==> config.mk <==
export PLATFORM = sky130hd
export DESIGN_NAME = vga_layer_mixer
export DESIGN_NICKNAME = d
export VERILOG_FILES = /design/src/rtl/vga_pkg.sv /design/src/rtl/vga_pipe_delay.sv /design/src/rtl/vga_layer_mixer.sv
export SDC_FILE = /design/constraint.sdc
export NUM_CORES = 1
export LEC_CHECK = 0
export BUFFER_PORTS_ARGS = -buffer_cell sky130_fd_sc_hd__buf_4
export CAP_MARGIN = 15
export CORE_MARGIN = 3
export CORE_UTILIZATION = 51
export CTS_CLUSTER_SIZE = 28
export DETAILED_ROUTE_END_ITERATION = 7
export GPL_ROUTABILITY_DRIVEN = 0
export PLACE_DENSITY_LB_ADDON = 0.12
export SYNTH_ARGS = -nofsm -noshare
export SYNTH_HDL_FRONTEND = slang
export SYNTH_SLANG_ARGS = --single-unit
==> constraint.sdc <==
create_clock -name i_CLK -period 2.41 [get_ports i_CLK]
set_input_delay 0.482 -clock i_CLK [delete_from_list [all_inputs] [get_ports i_CLK]]
set_output_delay 0.482 -clock i_CLK [all_outputs]
set_load 0.005 [all_outputs]
==> src/rtl/vga_pkg.sv <==
// vga_pkg: shared VGA defaults, blend-mode codes and {R,G,B} channel order.
package vga_pkg;
  localparam int H_ACTIVE_DEF = 640;
  localparam int V_ACTIVE_DEF = 480;
  localparam int COLOR_BITS_DEF = 3;
  localparam int MODE_OR = 0;
  localparam int MODE_PRIORITY = 1;
  // Channel index within a packed pixel; channel c sits at [c*COLOR_BITS +: COLOR_BITS].
  localparam int CH_R = 2;
  localparam int CH_G = 1;
  localparam int CH_B = 0;
endpackage

==> src/rtl/vga_pipe_delay.sv <==
// vga_pipe_delay: WIDTH-bit shift register of DEPTH stages with sync reset value.
module vga_pipe_delay #(
  parameter int WIDTH = 1,
  parameter int DEPTH = 2,
  parameter logic [WIDTH-1:0] RST_VAL = '0
) (
  input  logic             i_CLK,
  input  logic             i_RST,
  input  logic [WIDTH-1:0] i_d,
  output logic [WIDTH-1:0] o_q
);
  logic [DEPTH*WIDTH-1:0] r_sh;
  generate
    if (DEPTH == 1) begin : g_one
      always_ff @(posedge i_CLK)
        r_sh <= i_RST ? RST_VAL : i_d;
    end else begin : g_many
      always_ff @(posedge i_CLK)
        r_sh <= i_RST ? {DEPTH{RST_VAL}} : {r_sh[(DEPTH-1)*WIDTH-1:0], i_d};
    end
  endgenerate
  assign o_q = r_sh[DEPTH*WIDTH-1 -: WIDTH];
endmodule

==> src/rtl/vga_layer_mixer.sv <==
// vga_layer_mixer: two-stage N-layer pixel compositor (OR or priority blend) with
// frame-latched layer enables, background colour, blanking and aligned syncs.
module vga_layer_mixer
  import vga_pkg::*;
#(
  parameter int NUM_LAYERS = 4,
  parameter int COLOR_BITS = COLOR_BITS_DEF,
  parameter int MODE = MODE_OR,
  parameter int H_ACTIVE = H_ACTIVE_DEF,
  parameter int V_ACTIVE = V_ACTIVE_DEF,
  parameter logic [3*COLOR_BITS-1:0] BG_COLOR = '0
) (
  input  logic                               i_CLK,
  input  logic                               i_RST,
  input  logic                               i_hSync,
  input  logic                               i_vSync,
  input  logic [9:0]                         i_display_x_pos,
  input  logic [9:0]                         i_display_y_pos,
  input  logic [NUM_LAYERS*3*COLOR_BITS-1:0] i_layer_rgb,
  input  logic [NUM_LAYERS-1:0]              i_layer_valid,
  input  logic [NUM_LAYERS-1:0]              i_layer_en,
  output logic [COLOR_BITS-1:0]              o_red,
  output logic [COLOR_BITS-1:0]              o_green,
  output logic [COLOR_BITS-1:0]              o_blue,
  output logic                               o_hSync,
  output logic                               o_vSync,
  output logic                               o_frame_start
);
  localparam int PW = 3*COLOR_BITS;
  logic                       w_origin;
  logic [NUM_LAYERS-1:0]      w_en;
  logic [NUM_LAYERS-1:0]      r_en;
  logic [NUM_LAYERS-1:0]      r_cov;
  logic [NUM_LAYERS*PW-1:0]   r_rgb;
  logic                       r_act;
  logic [PW-1:0]              w_mix;
  logic [PW-1:0]              r_pix;
  assign w_origin = (i_display_x_pos == '0) && (i_display_y_pos == '0);
  // The frame-start load is visible to pixel (0,0) itself, hence the bypass.
  assign w_en = w_origin ? i_layer_en : r_en;
  always_ff @(posedge i_CLK)
    if (i_RST) begin
      r_en  <= '1;
      r_cov <= '0;
      r_rgb <= '0;
      r_act <= 1'b0;
      r_pix <= '0;
    end else begin
      r_en  <= w_en;
      r_cov <= i_layer_valid & w_en;
      r_rgb <= i_layer_rgb;
      r_act <= (32'(i_display_x_pos) < H_ACTIVE) && (32'(i_display_y_pos) < V_ACTIVE);
      r_pix <= r_act ? w_mix : '0;
    end
  // Priority walks high to low so the lowest covering index is written last.
  always_comb begin
    w_mix = '0;
    for (int k = NUM_LAYERS-1; k >= 0; k--)
      if (r_cov[k])
        w_mix = (MODE == MODE_PRIORITY) ? r_rgb[k*PW +: PW] : (w_mix | r_rgb[k*PW +: PW]);
    if (r_cov == '0)
      w_mix = BG_COLOR;
  end
  assign o_red   = r_pix[CH_R*COLOR_BITS +: COLOR_BITS];
  assign o_green = r_pix[CH_G*COLOR_BITS +: COLOR_BITS];
  assign o_blue  = r_pix[CH_B*COLOR_BITS +: COLOR_BITS];
  vga_pipe_delay #(.WIDTH(2), .DEPTH(2), .RST_VAL(2'b11)) u_sync_dly (
    .i_CLK (i_CLK),
    .i_RST (i_RST),
    .i_d   ({i_hSync, i_vSync}),
    .o_q   ({o_hSync, o_vSync})
  );
  vga_pipe_delay #(.WIDTH(1), .DEPTH(2), .RST_VAL(1'b0)) u_fs_dly (
    .i_CLK (i_CLK),
    .i_RST (i_RST),
    .i_d   (w_origin),
    .o_q   (o_frame_start)
  );
endmodule
==> results of run 1 <==
-- through the flow --
stage	hold slack [ps]	utilization (%)	worst slack (ps)	area (um^2)
global route	324	74.3	975	2780
detailed placement	392	70.4	794	2640
finish	333	74.3	1030	2780
CTS	318	74.3	1010	2780
floorplan	383	-	1020	2030
global placement	385	70.4	841	2640
-- cell families after synthesis --
logic type	Yosys count	synth area share [%]
buffers and inverters	10	2.52
muxes	8	3.94
AOI/OAI and AO/OA	28	10.8
DFF	60	59.1
and+or+nand+nor	71	23.7
-- sequential cells by signal, summed over array words and instances, names as in the netlist --
name and cells:
r_en 4, u_sync_dly.r_sh 4, r_act 1, r_rgb 36, r_pix 9, r_cov 4, u_fs_dly.r_sh 2
-- power by group through the flow --
stage	combinational (uW)	sequential (uW)	clock (uW)
after floorplan	74.9	1060	0
final	162	1060	700
after global placement	161	1080	0
after CTS	163	1060	722
after detailed placement	163	1080	0
after global routing	180	1060	762
-- routing by layer --
| layer | wire length (um) | global-route usage (%) | vias up | share of wire, % |
|---|---|---|---|---|
| li1 | - | - | 763 | - |
| met1 | 1610 | 20.1 | 676 | 41 |
| met2 | 1900 | 28.3 | 58 | 48 |
| met3 | 329 | 7.73 | 10 | 8.4 |
| met4 | 85 | 10.4 | 0 | 2.2 |
| met5 | 0 | 0 | - | 0 |
-- Yosys cell counts --
| library cell | n |
|---|---|
| dfxtp_1 | 60 |
| nor2b_1 | 37 |
| a22oi_1 | 18 |
| a21oi_2 | 9 |
| mux2i_1 | 8 |
| nand3b_1 | 8 |
| nor2_1 | 8 |
| clkbuf_1 | 6 |
| or2_1 | 4 |
| nor4_2 | 3 |
| buf_2 | 2 |
| nand2_1 | 2 |
| nor3_1 | 2 |
| nor4_1 | 2 |
| buf_4 | 1 |
| buf_6 | 1 |
| nand3_2 | 1 |
| nand3b_4 | 1 |
| nand4_1 | 1 |
| nor2_8 | 1 |
| o21ai_0 | 1 |
| or4_4 | 1 |
-- cell type report --
cell class	count	share of cell area (%)
multi-input cells	107	28.1
flip-flops and latches	60	43.2
clock buffers	12	5.22
well taps	48	2.16
repair buffers	79	21.3
-- path summary, 6_finish.rpt --
| kind | cells past startpoint | slack [ps] | end |
|---|---|---|---|
| worst max-delay path | 3 | 1030 | r_pix[0]$_SDFF_PP0_ |
| worst max register to register | 3 | 1030 | r_pix[0]$_SDFF_PP0_ |
| worst min register to register | 1 | 400 | u_sync_dly.r_sh[3]$_SDFF_PP1_ |
| worst min-delay path | 2 | 330 | r_act$_SDFF_PP0_ |
==> impl_results.md, run 1 <==
* Worst-case clock buffer depth at 2
* Most common cell after layout, fill and taps aside: buf_4
* Delay-heaviest family, CP: simple AND/OR/NAND/NOR gates
* Clock share of power at 36.5%
* Crit path DAT at 1590 ps
* Hold Crit Start: i_display_y_pos[9]
* Initial antenna violation count at 0
* Filler cells at 287
* Top post-synthesis cells by area: dfxtp_1, nor2b_1, a22oi_1, mux2i_1, a21oi_2
* Total inserted antenna cells at 0
* Critical path data required time at 2620 ps
* Sequential power share at 55.1%
* Root Buffer: clkbuf_8
* Global route total overflow at 0
* Post-synthesis sequential area ratio at 59.1%
* Cells after synthesis at 177
* Hold_buf cts at 0
* Yosys reg bits at 60
* Core Box Area at 3740 um^2
* Peak VDD IR at 479 uV
* Fin crit share at 57.3%
* Placed cells at 294
* Area of the multi-input gates at 781 um^2
* Final setup TNS at 0 ps
* Worst Path Buf+Inv at 0
* Reg clk slew, reported paths at 60 ps
* DR iter-0 viols at 71
* Worst Max-Slew Pin Slew at 534 ps
* Tot Pwr at 1920 uW
* Leak at 0.00116 uW
* FP Rows at 22
* Final Slew Violations at 0
* Syn_nets at 245
* Clock skew at 3.04 ps
* Share of the synthesized area in the top cell type at 59.1%
* Clk_lat worst skew at 320 ps
* Die Width at 69.1 um
* Internal Power at 1520 uW
* Run status: finished, final reports clean
* # IOs at 80
* Setup CP Type: reg -> reg
* TritonCTS clock tree: done
* PD cells at 689 nW/um^2
* Biggest area consumer among synthesized cells: dfxtp_1
* Non-Filler Instances at 306
* Mean Syn Cell Area at 11.5 um^2
* CP Capture Type: flop
* Fin nets at 325
* Count of cell types in the netlist at 22
* Die height at 69.1 um
* Max transition margin at 64.4%
* Post-Route WL at 3930 um
* Vias per cell at 4.92
* Layout cells sized above 1 at 40.7%
* Worst setup SP type: flop
* Slowest cell on the critical path: or4_4
* Critical path, cell by cell: or4_4 > nand3b_4 > a21oi_2
* Logic pwr share at 8.4%
* Crit path largest cell delay at 600 ps
* Max-cap violations at 0
* Initial core utilization at 54.3%
* Hold Crit Class: in -> reg
* Final ANT Viol Nets at 0
* Yosys warning total at 0
* Clock sinks at 60
* Reg area at 1200 um^2
* DPL Wire Length at 2750 um
* Final hold vios at 0
* Worst reg2reg startpoint: r_cov[1]$_SDFF_PP0_
* Die ar. at 4780 um^2
* Net Sw Frac at 20.7%
* Vias at 1507
* Post-cts resize count at 0
* Net Switching at 398 uW
* Port-buffer cells at 79
* Tmin final at 1380 ps
* Vias in the first global route at 1556
* Mapped Area at 2030 um^2
* Largest net degree at the start of global routing at 61
* Total CTS buffers at 9
* Max FO, Critical Path at 10
* Final setup violating endpoints at 0
* H-tree levels at 3
* Drc violations at 0
* Crit path from: r_cov[1]$_SDFF_PP0_
* Leading cell types in the layout, fill and taps excluded: buf_4, dfxtp_1, nor2b_1, a22oi_1, clkbuf_8
* Area Overhead vs Synth at 36.7%
* GR Util All Layers at 17.9%
* Drt first pass iters at 4
* First-pass GRT wire length at 6670 um
* Post-CTS Setup Repair Bufs at 0
* Routed wire per std cell at 12.8 um
* Fmax at 724 MHz
* RSZ-0062 raised after global routing: false
Power figures use the tool's default switching activity.
==> run 2, diff against run 1 <==
--- a/config.mk
+++ b/config.mk
@@ -5,10 +5,11 @@
 export SDC_FILE = /design/constraint.sdc
 export NUM_CORES = 1
 export LEC_CHECK = 0
+export ABC_AREA = 1
 export BUFFER_PORTS_ARGS = -buffer_cell sky130_fd_sc_hd__buf_4
 export CAP_MARGIN = 15
 export CORE_MARGIN = 3
-export CORE_UTILIZATION = 51
+export CORE_UTILIZATION = 47
 export CTS_CLUSTER_SIZE = 28
 export DETAILED_ROUTE_END_ITERATION = 7
 export GPL_ROUTABILITY_DRIVEN = 0
==> constraint.sdc (replaced) <==
create_clock -name i_CLK -period 1.3 [get_ports i_CLK]
set_input_delay 0.26 -clock i_CLK [delete_from_list [all_inputs] [get_ports i_CLK]]
set_output_delay 0.26 -clock i_CLK [all_outputs]
set_load 0.005 [all_outputs]
==> run 2 against run 1 <==
  * Final area grew 4.5%
  * Sequential share of layout area shrank 1.9 points
  * Combinational power grew 99%
  * Final cell count grew 28%
  * Largest power group unchanged
  * Non-clock buffer count grew 7
  * Synthesized cell count grew 42%
  * Worst hold slack lost 220 ps
  * Die area grew 8.5%
  * First-iteration DRC count shrank 46%
  * Clock skew grew 2.7 ps
  * Setup slack lost 750 ps
  * Clock power grew 130%
==> impl_results.md, run 2 <==
* Tot Pwr at 3860 uW (+100%)
* Net Sw Frac at 20.4% (-0.34 points)
* Post-cts resize count at 0 (unchanged)
* Clock share of power at 41.5% (+5.0 points)
* Non-Filler Instances at 393 (+28%)
* Internal Power at 3070 uW (+100%)
* Critical path, cell by cell: buf_4
* FP Rows at 23 (+4.5%)
* Sequential power share at 50.2% (-4.9 points)
* Hold slack at 114 ps (-219 ps)
* Run status: finished, final reports clean
* Worst-case clock buffer depth at 2 (unchanged)
* Vias per cell at 4.46 (-9.5%)
* Vias in the first global route at 1757 (+13%)
* Fin crit share at 78.8%
* Leading cell types in the layout, fill and taps excluded: buf_4, dfxtp_1, nand2_1, nor2_1, inv_1
* Total CTS buffers at 9 (unchanged)
* Initial antenna violation count at 0 (unchanged)
* Global route total overflow at 0 (unchanged)
* Die Width at 72.0 um (+4.2%)
* Yosys reg bits at 60 (unchanged)
* Number of synthesized flops with an enable pin at 0 (unchanged)
* Hold_buf cts at 0 (unchanged)
* Final setup TNS at 0 ps (unchanged)
* Most frequent cell after synthesis: dfxtp_1
* Hold Crit Start: i_hSync
* PD cells at 1330 nW/um^2 (+93%)
* Vias at 1751 (+16%)
* Drt first pass iters at 6 (+2)
* Max transition margin at 82.9% (+18 points)
* Number of flip-flops under the largest register name at 36 (unchanged)
* Cells after synthesis at 252 (+42%)
* # IOs at 80 (unchanged)
* Post-Route WL at 4120 um (+4.7%)
* Top Registers: r_rgb (36), r_pix (9)
* Reg clk slew, reported paths at 60 ps (about the same)
* Most common cell after layout, fill and taps aside: buf_4
* Worst Max-Slew Pin Slew at 256 ps (-277 ps)
* Die height at 72.0 um (+4.2%)
* Syn_nets at 320 (+31%)
* Yosys warning total at 0 (unchanged)
* Post-CTS Setup Repair Bufs at 0 (unchanged)
* Drc violations at 0 (unchanged)
* Slowest cell on the critical path: dfxtp_1
* Hold Crit Class: in -> reg
* DPL Wire Length at 2970 um (+8.1%)
* Post-synthesis sequential area ratio at 58.6% (-0.43 points)
* Share of the synthesized area in the top cell type at 58.6% (-0.43 points)
* Final ANT Viol Nets at 0 (unchanged)
* Area of the multi-input gates at 633 um^2 (-19%)
* Largest net degree at the start of global routing at 26 (-57%)
* Leak at 0.00148 uW (+27%)
* Final setup violating endpoints at 0 (unchanged)
* Area Overhead vs Synth at 41.8%
* Peak VDD IR at 745 uV (+56%)
* DR iter-0 viols at 38 (-46%)
* Die ar. at 5190 um^2 (+8.5%)
* Max-cap violations at 0 (unchanged)
* Crit path DAT at 760 ps (-830 ps)
* Placement-stage cell area at 2720 um^2 (+3.0%)
* Critical path data required time at 1040 ps (-1580 ps)
* TritonCTS clock tree: done
* Worst setup SP type: flop
* GR Util All Layers at 18.5% (+0.52 points)
* Logic pwr share at 8.3% (about the same)
* Port-buffer cells at 79 (unchanged)
* Worst reg2reg startpoint: r_cov[3]$_SDFF_PP0_
* Final Slew Violations at 0 (unchanged)
* Reg area at 1200 um^2 (unchanged)
* Final hold vios at 0 (unchanged)
* Register-to-register setup slack at 300 ps (-730 ps)
* Total inserted antenna cells at 0 (unchanged)
* Worst Path Buf+Inv at 1 (+1)
* Placed cells at 379 (+29%)
* Clock skew at 5.78 ps (+2.74 ps)
* Routed wire per std cell at 10.5 um (-18%)
* Hold Crit Endpoint: u_sync_dly.r_sh[1]$_SDFF_PP1_
* Post-route cell area at 2910 um^2 (+4.5%)
* RSZ-0062 raised after global routing: false
* Layout cells sized above 1 at 32.4% (-8.3 points)
* Mapped Area at 2050 um^2 (+0.74%)
* Clock sinks at 60 (unchanged)
* Biggest area consumer among synthesized cells: dfxtp_1
* Most used flip-flop cell after synthesis: dfxtp_1
* Largest reg by FF count: r_rgb
* Fin nets at 408 (+26%)
* Capturing point of the worst reg2reg path: r_pix[8]$_SDFF_PP0_
* Core Box Area at 4120 um^2 (+9.9%)
* Hold path cells at 2 (unchanged)
* Filler cells at 349 (+22%)
* Tmin final at 1020 ps
* Fmax at 976 MHz
* R2R cell count at 4 (+1)
* Crit path largest cell delay at 330 ps (-270 ps)
* Max FO, Critical Path at 1 (-9)
* Share of flip-flops with an asynchronous set or reset at 0% (unchanged)
* Delay-heaviest family, CP: flip-flops
* Count of cell types in the netlist at 17 (-23%)
* Commonest cells post-synth: dfxtp_1, nand2_1, nor2_1
* First-pass GRT wire length at 7210 um (+8.2%)
* CP Capture Type: output pin
* Net Switching at 788 uW (+98%)
* Mean Syn Cell Area at 8.13 um^2 (-29%)
* Top post-synthesis cells by area: dfxtp_1, nand2_1, nor2_1, inv_1, a41oi_1
* Root Buffer: clkbuf_8
* H-tree levels at 3 (unchanged)
* Initial core utilization at 49.8% (-4.5 points)
* Clk_lat worst skew at 330 ps (about the same)
* Setup CP Type: reg -> out
-- run 2: cell types whose count changed after synthesis, moves of 4 or more --
cell	previous run	this run
nand2_1	2	57
inv_1	0	45
nor2_1	8	51
nor2b_1	37	0
a22oi_1	18	0
a21oi_2	9	0
a41oi_1	0	9
mux2i_1	8	0
nand3b_1	8	0
buf_2	2	6
nand4_1	1	5
nor2_2	0	4
or2_1	4	0
or2_2	0	4
-- run 2: cell families (layout without fill, tap and decap cells) --
family                 after synthesis  after routing  synth area share (%)
AOI/OAI and AO/OA                   10             10                  4.09
and+or+nand+nor                    127            127                  26.8
DFF                                 60             60                  58.6
buffers and inverters               55            146                  10.4
-- run 2: worst register-to-register path, cell delays in order, from the launching register on --
cell and delay (ps):
dfxtp_1 330, nor2_1 50, nand2_1 70, nand3_2 200, a41oi_1 250
-- run 2: cell type report --
| cell class | instances | share of cell area [%] |
|---|---|---|
| Tap cell | 50 | 2.15 |
| Multi-Input combinational cell | 137 | 21.8 |
| Clock buffer | 12 | 5.34 |
| Inverter | 46 | 5.94 |
| Clock inverter | 2 | 1.21 |
| Sequential cell | 60 | 41.3 |
| Timing Repair Buffer | 86 | 22.2 |
-- run 2: worst max path at each step --
stage | start | endpoint | slack (ps) | depth (start not counted)
after global routing | r_cov[3]$_SDFF_PP0_ | r_pix[8]$_SDFF_PP0_ | 130 | 4
after floorplan | i_RST | u_sync_dly.r_sh[1]$_SDFF_PP1_ | 350 | 3
after global placement | i_display_y_pos[7] | r_en[3]$_SDFF_PP1_ | 180 | 7
final | r_pix[1]$_SDFF_PP0_ | o_blue[1] | 280 | 1
after CTS | r_pix[8]$_SDFF_PP0_ | o_red[2] | 250 | 1
after detailed placement | i_display_y_pos[7] | r_cov[1]$_SDFF_PP0_ | 150 | 8
-- run 2: stage by stage --
stage / utilization, % / worst slack (ps)
after detailed placement: 66.0 / 145
after CTS: 70.6 / 253
after global routing: 70.6 / 134
after floorplan: - / 345
final: 70.6 / 275
after global placement: 66.0 / 183
-- run 2: power groups by stage --
| stage | combinational, uW | sequential, uW | clock (uW) |
|---|---|---|---|
| 2_1_floorplan | 126 | 1970 | 0 |
| 3_3_place_gp | 323 | 1980 | 0 |
| 3_5_place_dp | 328 | 1980 | 0 |
| 4_1_cts | 329 | 1940 | 1650 |
| 5_1_grt | 367 | 1940 | 1740 |
| 6_report | 322 | 1940 | 1600 |
-- run 2: layer usage --
metal	vias to the layer above	track usage (%)	share of wire, %
met1	768	17.0	38
met2	59	34.0	52
met4	0	8.98	1.1
met5	-	0	0
li1	920	-	-
met3	4	8.59	9.3
